--- src/rtl/fifo_stream_reader.sv ---
// fifo_stream_reader: pops a sync FIFO into a 2-entry buffer and presents it as a framed valid/ready stream
module fifo_stream_reader #(
  parameter int WIDTH = 8,
  parameter int BURST_LEN = 4
) (
  input  logic             clk,
  input  logic             rst,
  input  logic             en,
  input  logic             fifo_empty,
  input  logic [WIDTH-1:0] fifo_rd_data,
  input  logic             fifo_rd_error,
  output logic             fifo_rd_en,
  output logic             m_valid,
  input  logic             m_ready,
  output logic [WIDTH-1:0] m_data,
  output logic             m_last,
  output logic [15:0]      word_count,
  output logic             err,
  output logic             busy
);
  localparam int BW = BURST_LEN > 1 ? $clog2(BURST_LEN) : 1;
  typedef enum logic [1:0] {IDLE, RUN, DRAIN} state_t;
  state_t state;
  logic [1:0] occ, wr_slot;
  logic pending, hs, cap;
  logic [WIDTH-1:0] head, tail;
  logic [BW-1:0] burst_cnt;
  assign m_valid = occ != 2'd0;
  assign hs = m_valid && m_ready;
  assign cap = pending && !fifo_rd_error;
  assign wr_slot = occ - 2'(hs);
  assign fifo_rd_en = (state == RUN) && !fifo_empty && ({1'b0, occ} + 3'(pending)) < 3'd2 + 3'(hs);
  assign m_data = head;
  assign m_last = m_valid && burst_cnt == BW'(BURST_LEN - 1);
  assign busy = state != IDLE;
  always_ff @(posedge clk) begin
    if (rst) begin
      state <= IDLE;
      occ <= '0;
      pending <= 1'b0;
      head <= '0;
      tail <= '0;
      burst_cnt <= '0;
      word_count <= '0;
      err <= 1'b0;
    end else begin
      pending <= fifo_rd_en;
      occ <= occ + 2'(cap) - 2'(hs);
      if (hs) head <= tail;
      // an arriving word lands in the slot left free after this cycle's handshake
      if (cap && wr_slot == 2'd0) head <= fifo_rd_data;
      if (cap && wr_slot == 2'd1) tail <= fifo_rd_data;
      if (pending && fifo_rd_error) err <= 1'b1;
      if (hs) begin
        burst_cnt <= burst_cnt == BW'(BURST_LEN - 1) ? '0 : burst_cnt + 1'b1;
        word_count <= word_count + 16'd1;
      end
      case (state)
        IDLE: if (en) state <= RUN;
        RUN: if (!en) state <= (occ != 2'd0 || pending || fifo_rd_en) ? DRAIN : IDLE;
        DRAIN: if (en) state <= RUN; else if (occ == 2'd0 && !pending) state <= IDLE;
        default: state <= IDLE;
      endcase
    end
  end
endmodule
--- config.mk ---
export PLATFORM = sky130hd
export DESIGN_NAME = fifo_stream_reader
export DESIGN_NICKNAME = d
export VERILOG_FILES = /design/src/rtl/fifo_stream_reader.sv
export SDC_FILE = /design/constraint.sdc
export NUM_CORES = 1
export LEC_CHECK = 0
export CAP_MARGIN = 20
export CORE_MARGIN = 8
export CORE_UTILIZATION = 45
export DETAILED_ROUTE_END_ITERATION = 6
export GPL_ROUTABILITY_DRIVEN = 0
export HOLD_SLACK_MARGIN = 0.06
export PLACE_DENSITY = 0.79
export SLEW_MARGIN = 25
export SYNTH_ARGS = -nofsm -noshare
export SYNTH_HDL_FRONTEND = slang
export SYNTH_SLANG_ARGS = --single-unit
--- constraint.sdc ---
create_clock -name clk -period 5.94 [get_ports clk]
set_clock_uncertainty 0.2 [all_clocks]
set_input_delay 1.188 -clock clk [delete_from_list [all_inputs] [get_ports clk]]
set_output_delay 1.188 -clock clk [all_outputs]
set_load 0.02 [all_outputs]
After elaboration in Yosys (flattened, before gate mapping)
Index checks and enable logic that the tools add are counted.
Widths: inputs -> output; s select.
{"block": "word_totals", "register_bits": 40, "latchBits": 0, "ramBits": 0, "mem_bits_ro": 0, "in_bits": 14, "out_inout_bits": 29, "word_cells": 53, "memories": 0}
{"block": "classes", "addsub": 7, "multipliers": 0, "div_mod_pow": 0, "order_cmp": 1, "eq_ne": 7, "shift": 0, "mux": 9, "bitwise": 0, "reduce_logical": 21}
{"operator": "$add 16x1->16 const B", "count": 1}
{"operator": "$mux 8", "count": 2}
{"operator": "$mux 2", "count": 6}
{"operator": "$logic_and 1x1->1", "count": 9}
{"operator": "$logic_not 2->1", "count": 3}
{"operator": "$pmux 2 s3", "count": 1}
{"operator": "$reduce_bool 2->1", "count": 3}
{"operator": "$eq 2x1->1 const B", "count": 2}
{"operator": "$eq 2x2->1 const B", "count": 2}
{"operator": "$ne 2x2->1 const B", "count": 2}
{"operator": "$sub 2x1->2", "count": 2}
{"operator": "$add 2x1->3", "count": 1}
{"operator": "$add 2x1->3 const A", "count": 1}
{"operator": "$logic_not 1->1", "count": 3}
{"operator": "$lt 3x3->1", "count": 1}
{"operator": "$ne 3x3->1 const B", "count": 1}
{"operator": "$reduce_and 3->1", "count": 1}
{"operator": "$add 2x1->2", "count": 1}
{"operator": "$add 2x1->2 const B", "count": 1}
{"operator": "$logic_or 1x1->1", "count": 2}

Logic depth before layout (Yosys ltp)
Gate-level depths: netlist of the first run.
{"block": "logic_depth", "word_depth": 9, "ltp_mapped": 10, "ltp_nobuf": 8}

Worst setup path before layout of the first run
Ideal clock, no wire load.
{"block": "synth_timing", "path_type": "input port to output port", "start": "input port fifo_empty", "end": "output port fifo_rd_en", "t_arrival_ns": 1.706, "required_time_ns": 4.552, "path_slack_ns": 2.846, "path_stages": 3, "n_path_buf": 0, "cell_sequence": "nor4b_1 nand2_1 inv_1"}
{"block": "synth_between", "elab_chain_len": 3}
{"element": "start, declared", "line_no": "9", "text": "input logic fifo_empty,"}
{"element": "$logic_not 1->1", "line_no": "32", "text": "assign fifo_rd_en = (state == RUN) && !fifo_empty && ({1'b0, occ} + 3'(pending)) < 3'd2 + 3'(hs);"}
{"element": "$logic_and 1x1->1 (2 in series)", "line_no": "32"}
{"element": "end, declared", "line_no": "12", "text": "output logic fifo_rd_en,"}
No other way between the ends.

Final worst setup path of the first run
{"block": "layout_timing", "start": "input port m_ready", "end": "output port fifo_rd_en"}
{"block": "layout_between", "elab_chain_len": 4}
{"element": "start, declared", "line_no": "14", "text": "input logic m_ready,"}
{"element": "$logic_and 1x1->1", "line_no": "29", "text": "assign hs = m_valid && m_ready;"}
{"element": "$add 2x1->3", "line_no": "32"}
{"element": "$lt 3x3->1", "line_no": "32"}
{"element": "$logic_and 1x1->1", "line_no": "32"}
No other way between the ends.

==> metrics.cfg, run 1 <==
[setup_path]
crit_chain=clkdlybuf4s50_1, o21ai_1, o21ai_1, nand2_1, inv_1, clkdlybuf4s50_1
critPathMaxStageDelay_ns=0.59
type_of_origin_of_the_critical_path=input port
timing.critical_path.max_delay_family=buffers and inverters
cp_max_fo=14
cp.buffers_inverters=3
critical_path.slowest_cell=sky130_fd_sc_hd__clkdlybuf4s50_1
critPathArrivalTime_ns=3.10
end_kind=primary output
critPathRequiredTime_ns=4.55
timing.reg2reg.worst_path_depth=6
criticalPathCategory=in2out
cp.depth=6

[timing]
layout_worst_path_cycle_share_pct=75.6
layout_min_cycle_time_ns=4.49
timing.fmax_mhz=223
whs_ns=0.272
number_of_pins_exceeding_their_max_slew_limit_in_the_final_report=0
worst_slew_margin_rel_pct=35.2
final-setup-viol-count=0
grt_setup_unrepaired=no
final_hold_viol_count=0
finalSetupTns_ns=0
transition_at_the_pin_with_the_smallest_max_transition_slack_ns=0.965

[die]
floorplan.io_pins=43
core_region_area_um2=3880
die_w_um=78.8
chipHeight_um=78.8
dieArea_um2=6210
placement_rows=23
start_util_pct=45.7

[global_route]
vias_in_the_first_global_route=1488
overflow=0
first_pass_grt_wire_length_um=6560
groute.usage.overall_pct=13.0
largest_net_degree_at_the_start_of_global_routing=42
antenna_found_initial=0

[clock_network]
tritoncts=yes
postCtsSetupRepairBufs=0
cts-hold-fix-buffers=0
cts_sinks=40
cts_buffers=5
cts-root-to-sink-buffers=2
worst_skew_pair.late_latency_ns=0.29
cts.root.buffer_cell=sky130_fd_sc_hd__clkbuf_8
htree_num_levels=2
clock_transition_time_at_the_flip_flop_clock_pins_of_the_worst_setup_and_hold_paths_ns=0.08
cts-resized-gates=0

[logic_synthesis]
postSynthNetCount=222
synth.distinct_cells=38
average_footprint_of_a_synthesized_cell_um2=8.83
yosysWarnings=0
ys_seq_elements=40
synthesis.instances=201
netlist_area_um2=1780
synth-seq-area-share_pct=45.1

[power]
irDropWorstVdd_mv=0.129
p_per_cell_area_nw_per_um2=271
total_leakage_power_nw=0.837

[final_layout]
layout-drive-gt1-share_pct=6.58
synthToLayoutAreaGrowth_pct=30.7
utilization_pct=59.7
finalNetCount=263
inserted_diodes=0

[run]
drv_cap=0

[worst_hold_path]
worstHoldPathType=reg2reg
worst_hold_path.num_cells=2

[route]
drt-pass1-iter-count=4
first_iter_violations=53
route.detailed.vias_per_inst=5.10
detailroute.wirelength.met3_um=205
highest_layer=met4
drcViolationCount=0
route.detailed.wl_per_inst_um=12.9
total_vias_in_the_final_route=1494
totalWireLength_um=3790
wl_met1_um=1780
dr_wl_met2_um=1760
postRouteAntennaNets=0

[status]
status=finished, final reports clean

[placement]
hpwlAfterDp_um=2680
i_o_buffers=42

## worst min-delay path, cell delays in order, from the launching register on
cell and delay (ns):
sky130_fd_sc_hd__dfxtp_1 0.32, sky130_fd_sc_hd__nand2_1 0.05, sky130_fd_sc_hd__a21oi_1 0.06
## kinds of logic (layout without fill, tap and decap cells)
group	Yosys count	count (layout)	share of synthesized area (%)
AOI/OAI and AO/OA	23	23	9.66
DFF	40	40	45.1
xor gates and xnor gates	16	16	7.89
buffers and inverters	18	60	3.95
and+or+nand+nor	88	88	23.3
muxes	9	9	5.14
adders and majority gates	7	7	4.93
## final cells by class
class | count | area (um^2)
tap | 50 | 62.6
inverter | 8 | 30.0
timing repair buffer | 44 | 435
clock inverter | 3 | 18.8
fill | 352 | 1560
sequential | 40 | 801
multi-input combinational | 143 | 905
clock buffer | 5 | 68.8
## cells in the final DEF (no fill, tap or decap), types with 3 or more instances in the layout
master                            netlist  routed
sky130_fd_sc_hd__a21oi_1                6       6
sky130_fd_sc_hd__a311oi_1               8       8
sky130_fd_sc_hd__clkbuf_8               0       5
sky130_fd_sc_hd__clkdlybuf4s50_1        0      42
sky130_fd_sc_hd__dfxtp_1               40      40
sky130_fd_sc_hd__ha_1                   7       7
sky130_fd_sc_hd__inv_1                  7       7
sky130_fd_sc_hd__mux2i_1                8       8
sky130_fd_sc_hd__nand2_1               27      27
sky130_fd_sc_hd__nor2_1                34      34
sky130_fd_sc_hd__nor3_1                 5       5
sky130_fd_sc_hd__nor4_1                 4       4
sky130_fd_sc_hd__o21ai_1                3       3
sky130_fd_sc_hd__xnor2_1               11      11
sky130_fd_sc_hd__xor2_1                 5       5
## synth_stat cells
library cell | number | share of area, %
sky130_fd_sc_hd__or4_1 | 1 | 0.42
sky130_fd_sc_hd__buf_1 | 1 | 0.21
sky130_fd_sc_hd__o31ai_1 | 1 | 0.42
sky130_fd_sc_hd__clkbuf_1 | 7 | 1.5
sky130_fd_sc_hd__nand3_1 | 2 | 0.56
sky130_fd_sc_hd__ha_1 | 7 | 4.9
sky130_fd_sc_hd__nor2_1 | 34 | 7.2
sky130_fd_sc_hd__or2_1 | 1 | 0.35
sky130_fd_sc_hd__inv_2 | 1 | 0.21
sky130_fd_sc_hd__nor2b_1 | 2 | 0.70
sky130_fd_sc_hd__xor2_1 | 5 | 2.5
sky130_fd_sc_hd__a311oi_1 | 8 | 3.9
sky130_fd_sc_hd__nor3_1 | 5 | 1.4
sky130_fd_sc_hd__and2_1 | 1 | 0.35
sky130_fd_sc_hd__or2_2 | 2 | 0.70
sky130_fd_sc_hd__inv_1 | 7 | 1.5
sky130_fd_sc_hd__or2_4 | 1 | 0.49
sky130_fd_sc_hd__o211ai_2 | 1 | 0.70
sky130_fd_sc_hd__mux2_1 | 1 | 0.63
sky130_fd_sc_hd__nor3b_1 | 1 | 0.42
sky130_fd_sc_hd__nor4_1 | 4 | 1.4
sky130_fd_sc_hd__mux2i_1 | 8 | 4.5
sky130_fd_sc_hd__buf_2 | 2 | 0.56
sky130_fd_sc_hd__dfxtp_1 | 40 | 45
sky130_fd_sc_hd__nand4_1 | 2 | 0.70
sky130_fd_sc_hd__xnor2_1 | 11 | 5.4
sky130_fd_sc_hd__nor4b_1 | 1 | 0.49
sky130_fd_sc_hd__nand2b_1 | 1 | 0.35
sky130_fd_sc_hd__nand4b_1 | 1 | 0.49
sky130_fd_sc_hd__nand2_1 | 27 | 5.7
sky130_fd_sc_hd__or3_1 | 1 | 0.35
sky130_fd_sc_hd__o21ai_1 | 3 | 0.85
sky130_fd_sc_hd__nand4_4 | 1 | 1.2
sky130_fd_sc_hd__a211oi_1 | 1 | 0.42
sky130_fd_sc_hd__a2111oi_0 | 1 | 0.49
sky130_fd_sc_hd__o2111a_1 | 1 | 0.63
sky130_fd_sc_hd__a21oi_1 | 6 | 1.7
sky130_fd_sc_hd__o2111ai_1 | 1 | 0.49
## path summary, 6_finish.rpt
kind | from | to | slack (ns)
hold / removal | burst_cnt[1] | burst_cnt[1] | 0.27
setup reg to reg | occ[1] | m_data[2] | 2.66
hold reg to reg | burst_cnt[1] | burst_cnt[1] | 0.27
setup / recovery | m_ready | fifo_rd_en | 1.45
## flip-flops by register name, summed over array words and instances (netlist names)
register and cells:
state 2, word_count 16, m_data 8, burst_cnt 2
err 1, occ 2, pending 1, tail 8
## routing by layer
metal	track usage, %	vias up
li1	-	769
met1	15.4	685
met2	21.3	35
met3	4.51	5
met4	5.00	0
met5	0	-
## where the power goes
group	internal [mW]	leakage (nW)	switching, mW
clock	0.0818	0.0479	0.0931
combinational	0.0669	0.466	0.0809
sequential	0.285	0.323	0.0223
total	0.433	0.837	0.196
## through the flow
step | cells | area, um^2 | setup WS [ns] | power [mW]
after floorplan | 201 | 1780 | 2.85 | 0.409
after detailed placement | 285 | 2230 | 1.44 | 0.463
final | 293 | 2320 | 1.45 | 0.629
after global routing | 293 | 2320 | 1.29 | 0.669
after global placement | 285 | 2230 | 1.48 | 0.459
after CTS | 293 | 2320 | 1.43 | 0.640
(Power assumes the default switching activity.)
==> inputs of run 2 (changes only) <==
--- a/config.mk
+++ b/config.mk
@@ -7,11 +7,11 @@
 export LEC_CHECK = 0
 export CAP_MARGIN = 20
 export CORE_MARGIN = 8
-export CORE_UTILIZATION = 45
+export CORE_UTILIZATION = 44
 export DETAILED_ROUTE_END_ITERATION = 6
 export GPL_ROUTABILITY_DRIVEN = 0
 export HOLD_SLACK_MARGIN = 0.06
-export PLACE_DENSITY = 0.79
+export PLACE_DENSITY = 0.8
 export SLEW_MARGIN = 25
 export SYNTH_ARGS = -nofsm -noshare
 export SYNTH_HDL_FRONTEND = slang
==> constraint.sdc (replaced) <==
create_clock -name clk -period 3.7 [get_ports clk]
set_clock_uncertainty 0.2 [all_clocks]
set_input_delay 0.74 -clock clk [delete_from_list [all_inputs] [get_ports clk]]
set_output_delay 0.74 -clock clk [all_outputs]
set_load 0.02 [all_outputs]
==> run 2 against run 1 <==
Against the previous run: clock power is 54% higher; sequential share of layout area decreased by 0.30 points; power is 62% higher; via count decreased by 0.33%; global-route usage decreased by 0.064 points; sequential power increased by 60%; largest cell class unchanged; critical endpoint unchanged; setup slack worse by 0.98 ns; non-clock buffer count is 4 higher; first-iteration DRC count down 3.8%; sequential cell count unchanged; clock-buffer cell count rose by 1; die area up 1.8%.
==> metrics.cfg, run 2 (synthesis gave the netlist of run 1 again) <==
[placement]
i_o_buffers=42
dp_worst_setup_slack_ns=0.473
postPlaceCellArea_um2=2260
hpwlAfterDp_um=2840

[setup_path]
critPathArrivalTime_ns=2.29
critPathMaxStageDelay_ns=0.59
type_of_origin_of_the_critical_path=input port
timing.reg2reg.worst_path_depth=9
crit_chain=clkdlybuf4s50_1, o21ai_1, o21ai_1, nand2_1, inv_1, clkdlybuf4s50_1
timing.critical_path.max_delay_family=buffers and inverters
critical_path.slowest_cell=sky130_fd_sc_hd__clkdlybuf4s50_1
cp_max_fo=4
cp.depth=6
end_kind=primary output
criticalPathCategory=in2out
cp.buffers_inverters=3
critPathRequiredTime_ns=2.76

[power]
p_per_cell_area_nw_per_um2=435
total_leakage_power_nw=0.849
power_report.internal_total_mw=0.704
irDropWorstVdd_mv=0.343
pwr-share-comb_pct=25.4
power.clock.fraction_pct=26.4
swShare_pct=30.8
power_switching_mw=0.314
seq_power_share_pct=48.3

[route]
totalWireLength_um=3850
postRouteAntennaNets=0
total_vias_in_the_final_route=1489
first_iter_violations=51
drt-pass1-iter-count=4
route.detailed.vias_per_inst=5.03
drcViolationCount=0
route.detailed.wl_per_inst_um=13.0

[clock_network]
cts_sinks=40
cts-root-to-sink-buffers=2
clock_transition_time_at_the_flip_flop_clock_pins_of_the_worst_setup_and_hold_paths_ns=0.07
htree_num_levels=2
cts-resized-gates=0
cts_buffers=5
worst_skew_pair.late_latency_ns=0.29
cts.root.buffer_cell=sky130_fd_sc_hd__clkbuf_8
tritoncts=yes
cts-hold-fix-buffers=0
postCtsSetupRepairBufs=0

[die]
dieArea_um2=6320
core_region_area_um2=3940
placement_rows=23
start_util_pct=45.0
chipHeight_um=79.5
die_w_um=79.5
floorplan.io_pins=43

[final_layout]
finalNetCount=267
layout.area.seq_um2=801
n_fill_cell=338
largest_register_ff_count=16
synthToLayoutAreaGrowth_pct=31.9
layout_commonest_cell=sky130_fd_sc_hd__clkdlybuf4s50_1
multi_input_comb_area_um2=905
final_area_um2=2340
layout-drive-gt1-share_pct=7.32
top_register=word_count
final_cell_mix=sky130_fd_sc_hd__clkdlybuf4s50_1, sky130_fd_sc_hd__dfxtp_1, sky130_fd_sc_hd__nor2_1
inserted_diodes=0

[global_route]
groute.usage.overall_pct=13.0
first_pass_grt_wire_length_um=6600
largest_net_degree_at_the_start_of_global_routing=26
antenna_found_initial=0
overflow=0
vias_in_the_first_global_route=1547

[timing]
final-setup-viol-count=0
number_of_pins_exceeding_their_max_slew_limit_in_the_final_report=0
worst_slew_margin_rel_pct=43.4
grt_setup_unrepaired=no
final_hold_viol_count=0
fin_ws_ns=0.467
finalSetupTns_ns=0
layout_worst_path_cycle_share_pct=87.4
transition_at_the_pin_with_the_smallest_max_transition_slack_ns=0.846
layout_min_cycle_time_ns=3.23
timing.fmax_mhz=309

[worst_hold_path]
worstHoldPathType=reg2reg
worst_hold_path.num_cells=2

[status]
status=finished, final reports clean

[run]
drv_cap=0

run 2: cell types whose count changed in the layout (fill, tap and decap cells not counted), sizes merged:
| cell | before | now |
|---|---|---|
| clkbuf | 5 | 6 |
| buf | 2 | 6 |
| clkinv | 3 | 1 |
run 2: final cells by class:
cell class / count / area share, %
Sequential cell: 40 / 34.2
Clock inverter: 1 / 0.214
Timing Repair Buffer: 48 / 19.9
Tap cell: 50 / 2.67
Inverter: 8 / 1.28
Clock buffer: 6 / 3.10
Multi-Input combinational cell: 143 / 38.6
run 2: path summary, 6_finish.rpt:
kind	from	endpoint	slack [ns]
hold / removal	burst_cnt[1]	burst_cnt[1]	0.27
setup reg to reg	occ[1]	tail[4]	1.30
setup / recovery	m_ready	fifo_rd_en	0.47
hold reg to reg	burst_cnt[1]	burst_cnt[1]	0.27
run 2: through the flow:
| step | utilization (%) | std cells | power, mW | hold WS, ns |
|---|---|---|---|---|
| 3_3_place_gp | 57.4 | 289 | 0.754 | 0.251 |
| 2_1_floorplan | - | 201 | 0.656 | 0.240 |
| 5_1_grt | 59.4 | 296 | 1.08 | 0.300 |
| 6_report | 59.4 | 296 | 1.02 | 0.270 |
| 3_5_place_dp | 57.4 | 289 | 0.761 | 0.267 |
| 4_1_cts | 59.4 | 296 | 1.04 | 0.278 |
run 2: power groups by stage:
stage / registers (mW) / logic (mW) / clock network, mW
detailed placement: 0.501 / 0.260 / 0
CTS: 0.492 / 0.264 / 0.281
finish: 0.492 / 0.258 / 0.269
global route: 0.497 / 0.286 / 0.302
floorplan: 0.500 / 0.156 / 0
global placement: 0.501 / 0.253 / 0
run 2: tightest hold or removal path, cell delays in order (launching register included):
cell	delay [ns]
sky130_fd_sc_hd__dfxtp_1	0.31
sky130_fd_sc_hd__nand2_1	0.05
sky130_fd_sc_hd__a21oi_1	0.05
run 2: metal layers:
layer | track usage, % | up-vias | share of wire (%)
met5 | 0 | - | 0
met1 | 13.9 | 684 | 45
met4 | 5.37 | 0 | 2.1
met3 | 4.95 | 7 | 5.6
met2 | 22.2 | 30 | 47
li1 | - | 768 | -
